## src/rtl/cpu_dump_ctrl_pkg.sv

```systemverilog
// rtl/cpu_dump_ctrl_pkg.sv - state encoding, tag values and default sizes for the debug-dump sequencer
package cpu_dump_pkg;

  typedef enum logic [2:0] {
    ST_IDLE  = 3'd0,
    ST_WAITQ = 3'd1,
    ST_REGS  = 3'd2,
    ST_MEMS  = 3'd3,
    ST_DRAIN = 3'd4,
    ST_DONE  = 3'd5
  } dump_state_t;

  localparam logic TAG_REG = 1'b0;
  localparam logic TAG_MEM = 1'b1;

  localparam int DEF_REG_COUNT = 32;
  localparam int DEF_MEM_WORDS = 32;
  localparam int DEF_DATA_W    = 32;
  localparam int DEF_IDX_W     = 5;

endpackage

```

## src/rtl/dump_out_slot.sv

```systemverilog
// rtl/dump_out_slot.sv - single-entry valid/ready output register for dump words
module dump_out_slot #(
  parameter int DATA_W = 32,
  parameter int IDX_W  = 5
) (
  input  logic              clk_i,
  input  logic              rst_n,
  input  logic              load,
  input  logic [DATA_W-1:0] load_data,
  input  logic              load_tag,
  input  logic [IDX_W-1:0]  load_idx,
  input  logic              ready,
  output logic              valid,
  output logic [DATA_W-1:0] data,
  output logic              tag,
  output logic [IDX_W-1:0]  idx
);

  // The sequencer only raises load when the slot is empty or being accepted,
  // so a load never overwrites an unaccepted word.
  always_ff @(posedge clk_i or negedge rst_n) begin
    if (!rst_n) begin
      valid <= 1'b0;
      data  <= '0;
      tag   <= 1'b0;
      idx   <= '0;
    end else if (load) begin
      valid <= 1'b1;
      data  <= load_data;
      tag   <= load_tag;
      idx   <= load_idx;
    end else if (ready) begin
      valid <= 1'b0;
    end
  end

endmodule

```

## src/rtl/cpu_dump_ctrl.sv

```systemverilog
// rtl/cpu_dump_ctrl.sv - debug-dump sequencer: stalls the CPU, streams RF then DM words out
// CPU_DUMP_MEM_EN enables the data-memory pass; without it only registers are dumped.
module cpu_dump_ctrl
  import cpu_dump_pkg::*;
#(
  parameter int REG_COUNT = DEF_REG_COUNT,
  parameter int MEM_WORDS = DEF_MEM_WORDS,
  parameter int DATA_W    = DEF_DATA_W,
  parameter int IDX_W     = DEF_IDX_W
) (
  input  logic              clk_i,
  input  logic              rst_n,
  input  logic              start_i,
  input  logic              cpu_quiet_i,
  output logic              cpu_stall_o,
  output logic [IDX_W-1:0]  rf_raddr_o,
  input  logic [DATA_W-1:0] rf_rdata_i,
  output logic [IDX_W-1:0]  dm_raddr_o,
  input  logic [DATA_W-1:0] dm_rdata_i,
  output logic              dump_valid_o,
  input  logic              dump_ready_i,
  output logic [DATA_W-1:0] dump_data_o,
  output logic              dump_tag_o,
  output logic [IDX_W-1:0]  dump_idx_o,
  output logic              busy_o,
  output logic              done_o
);

  localparam logic [IDX_W-1:0] REG_LAST = IDX_W'(REG_COUNT - 1);
`ifdef CPU_DUMP_MEM_EN
  localparam logic [IDX_W-1:0] MEM_LAST = IDX_W'(MEM_WORDS - 1);
`endif

  dump_state_t       state;
  logic [IDX_W-1:0]  idx;
  logic              quiet_q;
  logic              slot_free;
  logic              load;
  logic              load_tag;
  logic [DATA_W-1:0] load_data;

  assign slot_free = !dump_valid_o || dump_ready_i;

  always_comb begin
    load      = slot_free && (state == ST_REGS || state == ST_MEMS);
    load_tag  = (state == ST_MEMS) ? TAG_MEM : TAG_REG;
    load_data = rf_rdata_i;
`ifdef CPU_DUMP_MEM_EN
    if (state == ST_MEMS) load_data = dm_rdata_i;
`endif
  end

  assign rf_raddr_o = (state == ST_REGS) ? idx : '0;
`ifdef CPU_DUMP_MEM_EN
  assign dm_raddr_o = (state == ST_MEMS) ? idx : '0;
`else
  logic unused_mem;
  assign unused_mem = ^{dm_rdata_i, 32'(MEM_WORDS)};
  assign dm_raddr_o = '0;
`endif

  // Quiet must be seen on one WAITQ edge and acted on the next, giving the
  // pipeline a full frozen cycle before the read ports are taken over.
  always_ff @(posedge clk_i or negedge rst_n) begin
    if (!rst_n) begin
      state       <= ST_IDLE;
      idx         <= '0;
      quiet_q     <= 1'b0;
      cpu_stall_o <= 1'b0;
      busy_o      <= 1'b0;
      done_o      <= 1'b0;
    end else begin
      quiet_q <= (state == ST_WAITQ) && cpu_quiet_i;
      case (state)
        ST_IDLE: begin
          if (start_i) begin
            state       <= ST_WAITQ;
            cpu_stall_o <= 1'b1;
            busy_o      <= 1'b1;
          end
        end
        ST_WAITQ: begin
          if (quiet_q) begin
            state <= ST_REGS;
            idx   <= '0;
          end
        end
        ST_REGS: begin
          if (slot_free) begin
            if (idx == REG_LAST) begin
              idx <= '0;
`ifdef CPU_DUMP_MEM_EN
              state <= ST_MEMS;
`else
              state <= ST_DRAIN;
`endif
            end else begin
              idx <= idx + 1'b1;
            end
          end
        end
`ifdef CPU_DUMP_MEM_EN
        ST_MEMS: begin
          if (slot_free) begin
            if (idx == MEM_LAST) begin
              idx   <= '0;
              state <= ST_DRAIN;
            end else begin
              idx <= idx + 1'b1;
            end
          end
        end
`endif
        ST_DRAIN: begin
          if (dump_valid_o && dump_ready_i) begin
            state       <= ST_DONE;
            cpu_stall_o <= 1'b0;
            done_o      <= 1'b1;
          end
        end
        ST_DONE: begin
          state  <= ST_IDLE;
          done_o <= 1'b0;
          busy_o <= 1'b0;
        end
        default: begin
          state       <= ST_IDLE;
          cpu_stall_o <= 1'b0;
          busy_o      <= 1'b0;
          done_o      <= 1'b0;
        end
      endcase
    end
  end

  dump_out_slot #(
    .DATA_W(DATA_W),
    .IDX_W (IDX_W)
  ) u_slot (
    .clk_i    (clk_i),
    .rst_n    (rst_n),
    .load     (load),
    .load_data(load_data),
    .load_tag (load_tag),
    .load_idx (idx),
    .ready    (dump_ready_i),
    .valid    (dump_valid_o),
    .data     (dump_data_o),
    .tag      (dump_tag_o),
    .idx      (dump_idx_o)
  );

endmodule

```

## config.mk

```make
export PLATFORM = sky130hd
export DESIGN_NAME = cpu_dump_ctrl
export DESIGN_NICKNAME = d
export VERILOG_FILES = /design/src/rtl/cpu_dump_ctrl_pkg.sv /design/src/rtl/dump_out_slot.sv /design/src/rtl/cpu_dump_ctrl.sv
export SDC_FILE = /design/constraint.sdc
export NUM_CORES = 1
export LEC_CHECK = 0
export CAP_MARGIN = 40
export CORE_MARGIN = 4
export CORE_UTILIZATION = 42
export CTS_CLUSTER_SIZE = 40
export DETAILED_ROUTE_END_ITERATION = 6
export PLACE_DENSITY = 0.95
export SYNTH_ARGS = -nofsm -noshare
export SYNTH_HDL_FRONTEND = slang
export SYNTH_SLANG_ARGS = --single-unit
```

## constraint.sdc

```tcl
create_clock -name clk_i -period 4.6 [get_ports clk_i]
set_input_delay 0.46 -clock clk_i [delete_from_list [all_inputs] [get_ports clk_i]]
set_output_delay 0.46 -clock clk_i [all_outputs]
set_load 0.05 [all_outputs]
```

==> flow_metrics.py <==
metrics = {
    "final_layout": {
        "utilization_pct": 62.31,
        "syn2layout_area_growth_pct": 42.40,
        "stdcell_count": 313,
        "n_fill_cell": 392,
        "drive_gt1_share_pct": 23.05,
        "diodes": 0,
        "final_cell_area_um2": 3223,
        "nets": 313,
    },
    "global_route": {
        "grt_pass1_vias": 1599,
        "grt_max_degree": 52,
        "grt_pass1_wl_um": 7562,
        "antenna_found_initial": 0,
        "grt.total_usage_pct": 14.95,
        "grt-ovfl-total": 0,
    },
    "critical_path": {
        "startpoint_type": "register",
        "crit_path_end": "rf_raddr_o[4]",
        "r2r-start": "state[2]$_DFFE_PN0P_",
        "worstPathCellList": "nand2b_1, nor2_1, and2_1, clkdlybuf4s50_1",
        "critPathTopFamily": "buffers and inverters",
        "worst_path_largest_cell_delay_ns": 0.82,
        "crit_type": "register to output port",
        "r2r_end": "u_slot.data[1]$_DFFE_PN0P_",
        "r2r_cells": 4,
        "crit_required_ns": 4.14,
        "arrival_ns": 2.43,
        "cp_slowest_cell": "clkdlybuf4s50_1",
        "r2r_slack_ns": 2.24,
        "cp.buffers_inverters": 1,
        "worst-path-max-fanout": 11,
        "cp.depth": 4,
        "critPathCaptureType": "output port",
        "cp-startpoint": "state[2]$_DFFE_PN0P_",
    },
    "power_and_ir_drop": {
        "cellPowerDensity_nw_per_um2": 780.2,
        "power_leakage_nw": 1.415,
        "total_power_mw": 2.515,
        "ir_worst_vdd_mv": 0.3758,
    },
    "yosys": {
        "synth_top_family_by_area": "multiplexers",
        "synth_mux_area_share_pct": 22.22,
        "synth_edf_count": 0,
        "syn_area_per_cell_um2": 14.33,
        "yosysTopAreaCell": "dfrtp_1",
        "synth_area_leaders": "dfrtp_1, mux2_4, mux2_2, buf_4, nor2_1",
        "async_flop_share_pct": 100.0,
        "synth_cell_types": 35,
        "syn_area_um2": 2263,
        "yosysSeqAreaShare_pct": 56.38,
        "synth_xor_area_share_pct": 0,
        "syn-instance-count": 158,
        "yosys.area.top_type_share_pct": 56.38,
        "yosysMostFrequentCell": "dfrtp_1",
        "synth_fa_ha_area_share_pct": 1.106,
        "synth_common_cells": "dfrtp_1, mux2_4, mux2_2",
        "synth_ff_type": "dfrtp_1",
        "synthSimpleGateAreaFrac_pct": 10.01,
        "yosys_register_bits": 51,
        "ys_warn_count": 0,
        "synth_compound_area_share_pct": 5.694,
    },
    "clock_network": {
        "htreeDepth": 2,
        "cts_hold_buf": 0,
        "clockRootBuffer": "clkbuf_8",
        "clockBufferDepth": 2,
        "numClockSinks": 51,
        "insertion_delay_ns": 0.29,
        "cts.repair.resized": 0,
        "cts.clk_slew.worst_paths_ns": 0.09,
        "post_cts.repair.setup_buffers": 0,
        "cts_buffers": 5,
        "cts_tree": "built",
    },
    "timing": {
        "worstMarginPinSlew_ns": 0.7813,
        "relSlewSlack_pct": 47.80,
        "drv_slew": 0,
        "setup_viol": 0,
        "fmaxAchievable_mhz": 346.2,
        "rsz0062_at_grt": "false",
        "worst_slack_ns": 1.712,
        "fin_crit_sh_pct": 62.79,
        "fin_skew_ns": 0.006364,
        "hold_violations": 0,
        "fin_crit_ns": 2.888,
        "fin_setup_tns_ns": 0,
        "hold-worst-slack_ns": 0.2623,
    },
    "floorplanning": {
        "start_util_pct": 43.76,
        "die-width_um": 81.41,
        "row_count": 26,
        "core_um2": 5172,
        "dieArea_um2": 6628,
        "io_pins": 121,
        "die_h_um": 81.41,
    },
    "route": {
        "vias": 1495,
        "post_drt_wl_per_cell_um": 14.86,
        "drt-total-wl_um": 4651,
        "ant_nets": 0,
        "viasPerCell": 4.776,
        "drtPass1Iterations": 4,
        "drt_iter0_markers": 50,
        "drc_errors": 0,
    },
    "placement": {
        "placed_area_um2": 3110,
        "dp_hpwl_um": 3493,
        "place_inst": 305,
        "gp_congestion": 0.7138,
        "port_buffers": 83,
        "place_worst_setup_slack_ns": 1.826,
    },
    "worst_hold_path": {
        "hp-class": "primary input to async pin",
    },
    "outcome": {
        "status": "complete, no violations",
    },
    "job": {
        "drv_cap": 0,
    },
}
-- kinds of logic after synthesis --
family                     Yosys count
other                                1
AOI/OAI and AO/OA                   17
adders and majority gates            2
DFF                                 51
and+or+nand+nor                     36
buffers and inverters               13
muxes                               38
-- worst min-delay path by stage --
stage	start	to	slack [ns]	cells past startpoint
after CTS	rst_n	u_slot.data[4]$_DFFE_PN0P_	0.27	2
after floorplan	rst_n	busy_o$_DFFE_PN0P_	0.16	0
after global placement	u_slot.data[10]$_DFFE_PN0P_	u_slot.data[10]$_DFFE_PN0P_	0.49	1
final	rst_n	u_slot.data[30]$_DFFE_PN0P_	0.26	2
after detailed placement	u_slot.data[17]$_DFFE_PN0P_	u_slot.data[17]$_DFFE_PN0P_	0.49	1
after global routing	rst_n	u_slot.idx[3]$_DFFE_PN0P_	0.31	2
-- placed cells by master, fill, tap and decap left out, drive strengths merged, types with 2 or more instances in the layout --
cell           instances
mux2                  38
clkbuf                 5
nand2b                 2
conb                   5
clkinv                 2
o21ai                  2
nor2b                  2
nor2                   9
nand3                  4
a21o                   3
a32o                   2
clkdlybuf4s50         82
buf                    3
o31ai                  2
nand2                  8
and2                   5
ha                     2
a21oi                  3
dfrtp                 51
-- sequential cells by signal, summed over array words and instances, names as in the netlist, 3 cells and up --
signal       flops
idx              5
u_slot.data     32
u_slot.idx       5
state            3
-- per-layer routing --
metal  GRT usage (%)  vias up  routed length [µm]
met5               0        -                   0
met1           17.26      737                1837
met3           5.154        6                 298
met4           3.041        0                  42
met2           26.79       44                2472
li1                -      708                   -
-- cell type report --
class                   count  area (µm²)  share of cell area (%)
flip-flops and latches     51        1276                   39.60
multi-input cells          98       902.1                   27.99
repair buffers             85       840.8                   26.09
well taps                  70       87.58                   2.717
clock buffers               5       68.82                   2.135
clock inverters             3       43.79                   1.359
inverters                   1       3.754                  0.1165
-- report_power, final --
group          total, mW  switching (mW)  leakage [nW]  internal [mW]
clock network      0.306           0.144        0.0581          0.162
registers          0.778           0.137         0.620          0.641
logic               1.43           0.856         0.737          0.575
total               2.51            1.14          1.41           1.38
Power figures use the tool's default switching activity.
